$ cat config.mk
export PLATFORM = sky130hd
export DESIGN_NAME = interface_hcsr04_multi
export DESIGN_NICKNAME = d
export VERILOG_FILES = /design/src/rtl/hcsr04_pkg.sv /design/src/rtl/contador_m.sv /design/src/rtl/interface_hcsr04_multi.sv
export SDC_FILE = /design/constraint.sdc
export NUM_CORES = 1
export LEC_CHECK = 0
export CAP_MARGIN = 20
export CORE_ASPECT_RATIO = 0.75
export CORE_MARGIN = 3
export CORE_UTILIZATION = 63
export CTS_CLUSTER_SIZE = 40
export DETAILED_ROUTE_END_ITERATION = 10
export GPL_TIMING_DRIVEN = 0
export PLACE_DENSITY = 0.92
export SYNTH_ARGS = -nofsm -noshare
export SYNTH_HDL_FRONTEND = slang
export SYNTH_SLANG_ARGS = --single-unit
export TNS_END_PERCENT = 5
$ cat constraint.sdc
create_clock -name clock -period 2.6 [get_ports clock]
set_input_delay 0.39 -clock clock [delete_from_list [all_inputs] [get_ports clock]]
set_output_delay 0.39 -clock clock [all_outputs]
set_load 0.1 [all_outputs]
$ cat src/rtl/hcsr04_pkg.sv
// rtl/hcsr04_pkg.sv - State codes, default parameters and width helper for the HC-SR04 interface
package hcsr04_pkg;

   typedef enum logic [3:0] {
      INICIAL     = 4'd0,
      PREPARA     = 4'd1,
      TRIGGER     = 4'd2,
      ESPERA_ECHO = 4'd3,
      MEDE        = 4'd4,
      ARMAZENA    = 4'd5,
      FINAL       = 4'd6,
      PAUSA       = 4'd7
   } estado_t;

   localparam int N_CANAIS_PAD       = 4;
   localparam int LARGURA_PAD        = 12;
   localparam int TRIGGER_CICLOS_PAD = 500;
   localparam int CICLOS_POR_CM_PAD  = 2941;
   localparam int MODULO_TIMEOUT_PAD = 50_000_000;
   localparam int MODULO_PAUSA_PAD   = 3_000_000;

   // clog2 that never collapses to a zero-width vector
   function automatic int largura_min1(input int n);
      return (n > 1) ? $clog2(n) : 1;
   endfunction

endpackage

$ cat src/rtl/contador_m.sv
// rtl/contador_m.sv - Modulus-M counter with synchronous clear (zera), enable (conta) and terminal flag (fim)
module contador_m
   import hcsr04_pkg::*;
#(
   parameter int M = 16
)(
   input  logic i_clock,
   input  logic i_reset,
   input  logic i_zera,
   input  logic i_conta,
   output logic o_fim
);
   localparam int W = largura_min1(M);

   logic [W-1:0] r_q;

   always_ff @(posedge i_clock) begin
      if (i_reset || i_zera) begin
         r_q <= '0;
      end else if (i_conta) begin
         r_q <= o_fim ? '0 : r_q + 1'b1;
      end
   end

   assign o_fim = (r_q == W'(M - 1));

endmodule

$ cat src/rtl/interface_hcsr04_multi.sv
// rtl/interface_hcsr04_multi.sv - Multi-channel HC-SR04 ultrasonic ranger: trigger, echo timing, timeout and scan
module interface_hcsr04_multi
   import hcsr04_pkg::*;
#(
   parameter int  N_CANAIS       = N_CANAIS_PAD,
   parameter int  LARGURA        = LARGURA_PAD,
   parameter int  TRIGGER_CICLOS = TRIGGER_CICLOS_PAD,
   parameter int  CICLOS_POR_CM  = CICLOS_POR_CM_PAD,
   parameter int  MODULO_TIMEOUT = MODULO_TIMEOUT_PAD,
   parameter int  MODULO_PAUSA   = MODULO_PAUSA_PAD,
   localparam int W_CANAL        = largura_min1(N_CANAIS)
)(
   input  logic                clock,
   input  logic                reset,
   input  logic                medir,
   input  logic                modo,
   input  logic [W_CANAL-1:0]  canal_sel,
   input  logic [N_CANAIS-1:0] echo,
   output logic [N_CANAIS-1:0] trigger,
   output logic [LARGURA-1:0]  medida,
   output logic [W_CANAL-1:0]  canal,
   output logic                timeout,
   output logic                pronto,
   output logic [3:0]          db_estado
);
   localparam logic [LARGURA-1:0] MEDIDA_MAX = '1;

   estado_t             r_estado;
   logic [N_CANAIS-1:0] r_echo_s1, r_echo_s2;
   logic [N_CANAIS-1:0] r_trigger;
   logic [LARGURA-1:0]  r_medida, r_dist;
   logic [W_CANAL-1:0]  r_canal, r_canal_ativo, r_ponteiro;
   logic                r_timeout, r_pronto, r_modo, r_flag_to;

   logic                w_echo_ativo, w_zera;
   logic                w_conta_trig, w_conta_to, w_conta_cm, w_conta_pausa;
   logic                w_fim_trig, w_fim_to, w_fim_cm, w_fim_pausa;
   logic [W_CANAL-1:0]  w_canal_prox;
   logic [N_CANAIS-1:0] w_onehot;

   always_ff @(posedge clock) begin
      if (reset) begin
         r_echo_s1 <= '0;
         r_echo_s2 <= '0;
      end else begin
         r_echo_s1 <= echo;
         r_echo_s2 <= r_echo_s1;
      end
   end

   assign w_echo_ativo  = r_echo_s2[r_canal_ativo];
   assign w_zera        = (r_estado == PREPARA);
   assign w_conta_trig  = (r_estado == TRIGGER);
   assign w_conta_to    = (r_estado == ESPERA_ECHO) || (r_estado == MEDE);
   // the cycle that detects the rising echo already belongs to the pulse width
   assign w_conta_cm    = w_conta_to && w_echo_ativo;
   assign w_conta_pausa = (r_estado == PAUSA);
   assign w_canal_prox  = r_modo ? r_ponteiro : canal_sel;

   always_comb begin
      w_onehot               = '0;
      w_onehot[w_canal_prox] = 1'b1;
   end

   contador_m #(.M(TRIGGER_CICLOS)) u_cont_trigger (
      .i_clock(clock), .i_reset(reset), .i_zera(w_zera), .i_conta(w_conta_trig),  .o_fim(w_fim_trig));
   contador_m #(.M(CICLOS_POR_CM)) u_cont_cm (
      .i_clock(clock), .i_reset(reset), .i_zera(w_zera), .i_conta(w_conta_cm),    .o_fim(w_fim_cm));
   contador_m #(.M(MODULO_TIMEOUT)) u_cont_timeout (
      .i_clock(clock), .i_reset(reset), .i_zera(w_zera), .i_conta(w_conta_to),    .o_fim(w_fim_to));
   contador_m #(.M(MODULO_PAUSA)) u_cont_pausa (
      .i_clock(clock), .i_reset(reset), .i_zera(w_zera), .i_conta(w_conta_pausa), .o_fim(w_fim_pausa));

   always_ff @(posedge clock) begin
      if (reset) begin
         r_estado      <= INICIAL;
         r_trigger     <= '0;
         r_medida      <= '0;
         r_canal       <= '0;
         r_timeout     <= 1'b0;
         r_pronto      <= 1'b0;
         r_dist        <= '0;
         r_canal_ativo <= '0;
         r_ponteiro    <= '0;
         r_modo        <= 1'b0;
         r_flag_to     <= 1'b0;
      end else begin
         r_pronto <= 1'b0;
         if (w_conta_cm && w_fim_cm && (r_dist != MEDIDA_MAX)) begin
            r_dist <= r_dist + 1'b1;
         end
         case (r_estado)
            INICIAL: begin
               if (medir) begin
                  r_modo   <= modo;
                  r_estado <= PREPARA;
               end
            end
            PREPARA: begin
               r_canal_ativo <= w_canal_prox;
               r_dist        <= '0;
               r_flag_to     <= 1'b0;
               r_trigger     <= w_onehot;
               r_estado      <= TRIGGER;
            end
            TRIGGER: begin
               if (w_fim_trig) begin
                  r_trigger <= '0;
                  r_estado  <= ESPERA_ECHO;
               end
            end
            ESPERA_ECHO: begin
               if (w_fim_to) begin
                  r_flag_to <= 1'b1;
                  r_estado  <= ARMAZENA;
               end else if (w_echo_ativo) begin
                  r_estado <= MEDE;
               end
            end
            MEDE: begin
               // timeout wins over a simultaneous echo end
               if (w_fim_to) begin
                  r_flag_to <= 1'b1;
                  r_estado  <= ARMAZENA;
               end else if (!w_echo_ativo) begin
                  r_estado <= ARMAZENA;
               end
            end
            ARMAZENA: begin
               r_medida  <= r_flag_to ? MEDIDA_MAX : r_dist;
               r_canal   <= r_canal_ativo;
               r_timeout <= r_flag_to;
               r_pronto  <= 1'b1;
               r_estado  <= FINAL;
            end
            FINAL: begin
               r_estado <= PAUSA;
            end
            PAUSA: begin
               if (w_fim_pausa) begin
                  r_modo <= modo;
                  if (modo) begin
                     r_ponteiro <= (r_ponteiro == W_CANAL'(N_CANAIS - 1)) ? '0 : r_ponteiro + 1'b1;
                     r_estado   <= PREPARA;
                  end else begin
                     r_estado <= INICIAL;
                  end
               end
            end
            default: r_estado <= INICIAL;
         endcase
      end
   end

   assign trigger   = r_trigger;
   assign medida    = r_medida;
   assign canal     = r_canal;
   assign timeout   = r_timeout;
   assign pronto    = r_pronto;
   assign db_estado = r_estado;

endmodule

==> impl_results.md <==
* Status: finished clean
* # hold bufs at CTS at 0
* ANT cells at 0
* Worst-Margin Slew at 1.03 ns
* Die X at 113 um
* Critical path's top delay family: buffers and inverters
* WS Path Type: reg -> out
* Commonest cells in the netlist: dfxtp_1, nor2_1, nand2_1
* VDD IR max at 0.000645 V
* Fill cells at 475
* Clock tree buffer depth at 2
* #FFs+latches synth at 118
* Post_cts resized at 0
* WP buf/inv at 1
* Relative slew margins at 30.8%
* Syn Nets at 647
* Post-route setup TNS at 0 ns
* Largest net degree at the start of global routing at 17
* CTS tree: built
* Antenna violations before repair at 0
* Initial core utilization at 66.3%
* Ys Warns at 0
* Worst Hold Class: reg -> reg
* RePlAce Congestion at 0.874
* Setup violators final at 0
* CTS buffer count at 17
* Net Sw Power at 1010 uW
* Clock Power Share at 55.0%
* Most common cell in the netlist: dfxtp_1
* Sequential share of the synthesized area at 44.0%
* Post-Syn Instances at 630
* NumNets Final at 698
* Pins over their slew limit at 0
* Fin crit period at 2.56 ns
* I/O Pins at 34
* Die extent in y at 85.9 um
* Worst EP arrival at 2.17 ns
* # port buffers at 32
* DP Wirelength at 8510 um
* Area of the multi-input gates at 0.00285 sq mm
* Core Box Area at 0.00809 sq mm
* Register share of total power at 39.1%
* RSZ-0062 raised after global routing: false
* Drt initial violations at 419
* WL/cell at 16.8 um
* Async SR Flop Fraction at 0%
* Root buffer cell: clkbuf_16
* Clock transition at the registers of the reported paths at 0.05 ns
* Pwr/cell area at 732 mW/mm^2
* Worst clock skew at 0.00796 ns
* Max-cap violations at 0
* Total Wirelength at 13,400 um
* Routed Antenna Nets at 0
* Row cnt at 28
* Internal Power at 3730 uW
* Max frequency at 391 MHz
* Synth top area cells: dfxtp_1, nor2_1, xor2_1, xnor2_1, nor3_1
* Clk sinks at 118
* Total power at 4740 uW
* Register area at 0.00236 sq mm
* Via density at 6.13
* Fin. Hold Viols at 0
* Post-synth top area share at 44.0%
* Final Cycle Share at 98.4%
* Share of cells above drive strength 1 at 8.23%
* H-tree levels at 4
* Post-synth top flop: dfxtp_1
* Combinational power share at 5.9%
* All-Layer GR Usage at 28.8%
* Syn Std Cell Area at 0.00537 sq mm
* Leakage at 0.00233 uW
* First-pass GRT wire length at 22,500 um
* GRT overflow at 0
* Vias in the first global route at 4,735
* CP endpoint kind: output port
* Mean Syn Cell Area at 8.52 sq um
* CP Max Fanout at 8
* Critical-path top delay cell: clkdlybuf4s50_1
* Switching portion of total power at 21.3%
* Post-synth EDFFs at 0
* Drt first pass iters at 8
* Remaining DRCs at 0
* Crit-path cells: clkdlybuf4s50_1
* CP peak stage delay at 1.22 ns
* Clock Latency Late Sink at 0.41 ns
* Vias at 4,891
* Post-CTS Setup Bufs at 0
* Cell variety after synth at 57
* Startpoint types: flip-flop
* Data required time of the worst path at 2.21 ns
* Layout area overhead at 20.8%
* Die area at 0.00967 sq mm
* Post-synth top area cell: dfxtp_1
-- cells in the final DEF (no fill, tap or decap), types with 2 or more instances in the layout --
master	n
nor4b_1	3
buf_1	2
a31oi_1	3
nor2_1	107
o21ai_0	12
clkbuf_16	17
or2_2	3
nand4_1	29
nand2_1	49
dfxtp_1	118
or3_1	9
mux2i_1	7
nand3_1	32
clkbuf_8	5
and4_1	10
inv_1	6
o211a_1	2
a211oi_1	3
xnor2_1	25
buf_4	4
nor3b_1	2
buf_2	8
and2_1	9
ha_1	7
clkbuf_1	16
a21oi_1	26
clkinv_2	2
and3_1	12
nor3_1	38
bufinv_16	5
clkdlybuf4s50_1	32
nor2b_1	12
nor4_1	8
xor2_1	40
nand3b_1	2
-- stage by stage --
stage | util, % | std cells | hold WS (ns) | instance area (sq um) | worst slack, ns
after floorplan | - | 630 | 0.414 | 5370 | 0.0904
after global placement | 71.9 | 767 | 0.420 | 5820 | 0.484
after detailed placement | 71.9 | 767 | 0.424 | 5820 | 0.472
after CTS | 80.1 | 798 | 0.436 | 6480 | 0.0390
after global routing | 80.1 | 798 | 0.470 | 6480 | 0.000731
final | 80.1 | 798 | 0.434 | 6480 | 0.0429
-- registers in the layout, indices dropped and copies added (netlist names), 3 cells and up --
signal              count
medida                 12
u_cont_trigger.r_q      9
r_dist                 12
trigger                 4
r_echo_s1               4
r_echo_s2               4
u_cont_timeout.r_q     26
db_estado               3
u_cont_pausa.r_q       22
u_cont_cm.r_q          12
-- cell families after synthesis --
family          Yosys count  share of synthesized area, %
mux                       8                          1.73
simple gates            339                          32.6
other cells               1                        0.0699
buf+inv                  35                          2.92
compound gates           57                          6.41
fa+ha+maj                 7                          1.63
flops                   118                          44.0
xor+xnor                 65                          10.6
-- worst register-to-register path, stage by stage, from the launching register on --
cell	delay (ns)
dfxtp_1	0.53
inv_1	0.14
nor3_1	0.30
or2_2	0.17
clkbuf_1	0.41
a21o_1	0.13
buf_2	0.18
buf_2	0.24
nor2_1	0.08
-- area by class of cell --
class | count | share of cell area [%]
Multi-Input combinational cell | 477 | 43.9
Sequential cell | 118 | 36.4
Clock buffer | 23 | 7.68
Timing Repair Buffer | 32 | 4.94
Clock inverter | 8 | 2.59
Buffer | 29 | 2.07
Tap cell | 105 | 2.03
Inverter | 6 | 0.347
-- routing by layer --
metal / vias up / global-route usage (%) / share of wire (%)
li1: 2306 / - / -
met1: 2327 / 34.3 / 43
met2: 215 / 48.9 / 48
met3: 43 / 8.04 / 6.6
met4: 0 / 12.6 / 2.5
met5: - / 0 / 0
-- power groups by stage --
stage	clock network (uW)	registers, uW	logic [uW]
3_5_place_dp	0	1890	273
3_3_place_gp	0	1890	265
4_1_cts	2620	1850	280
2_1_floorplan	0	1940	148
6_report	2610	1850	282
5_1_grt	2700	1860	304
-- worst paths after layout --
kind,cells after the start,slack (ns),endpoint,start
setup reg to reg,8,0.30,u_cont_timeout.r_q[14],db_estado[0]
hold reg to reg,1,0.43,r_echo_s2[2],r_echo_s1[2]
hold / removal,1,0.43,r_echo_s2[2],r_echo_s1[2]
setup / recovery,1,0.04,db_estado[0],db_estado[0]
Power figures use the tool's default switching activity.
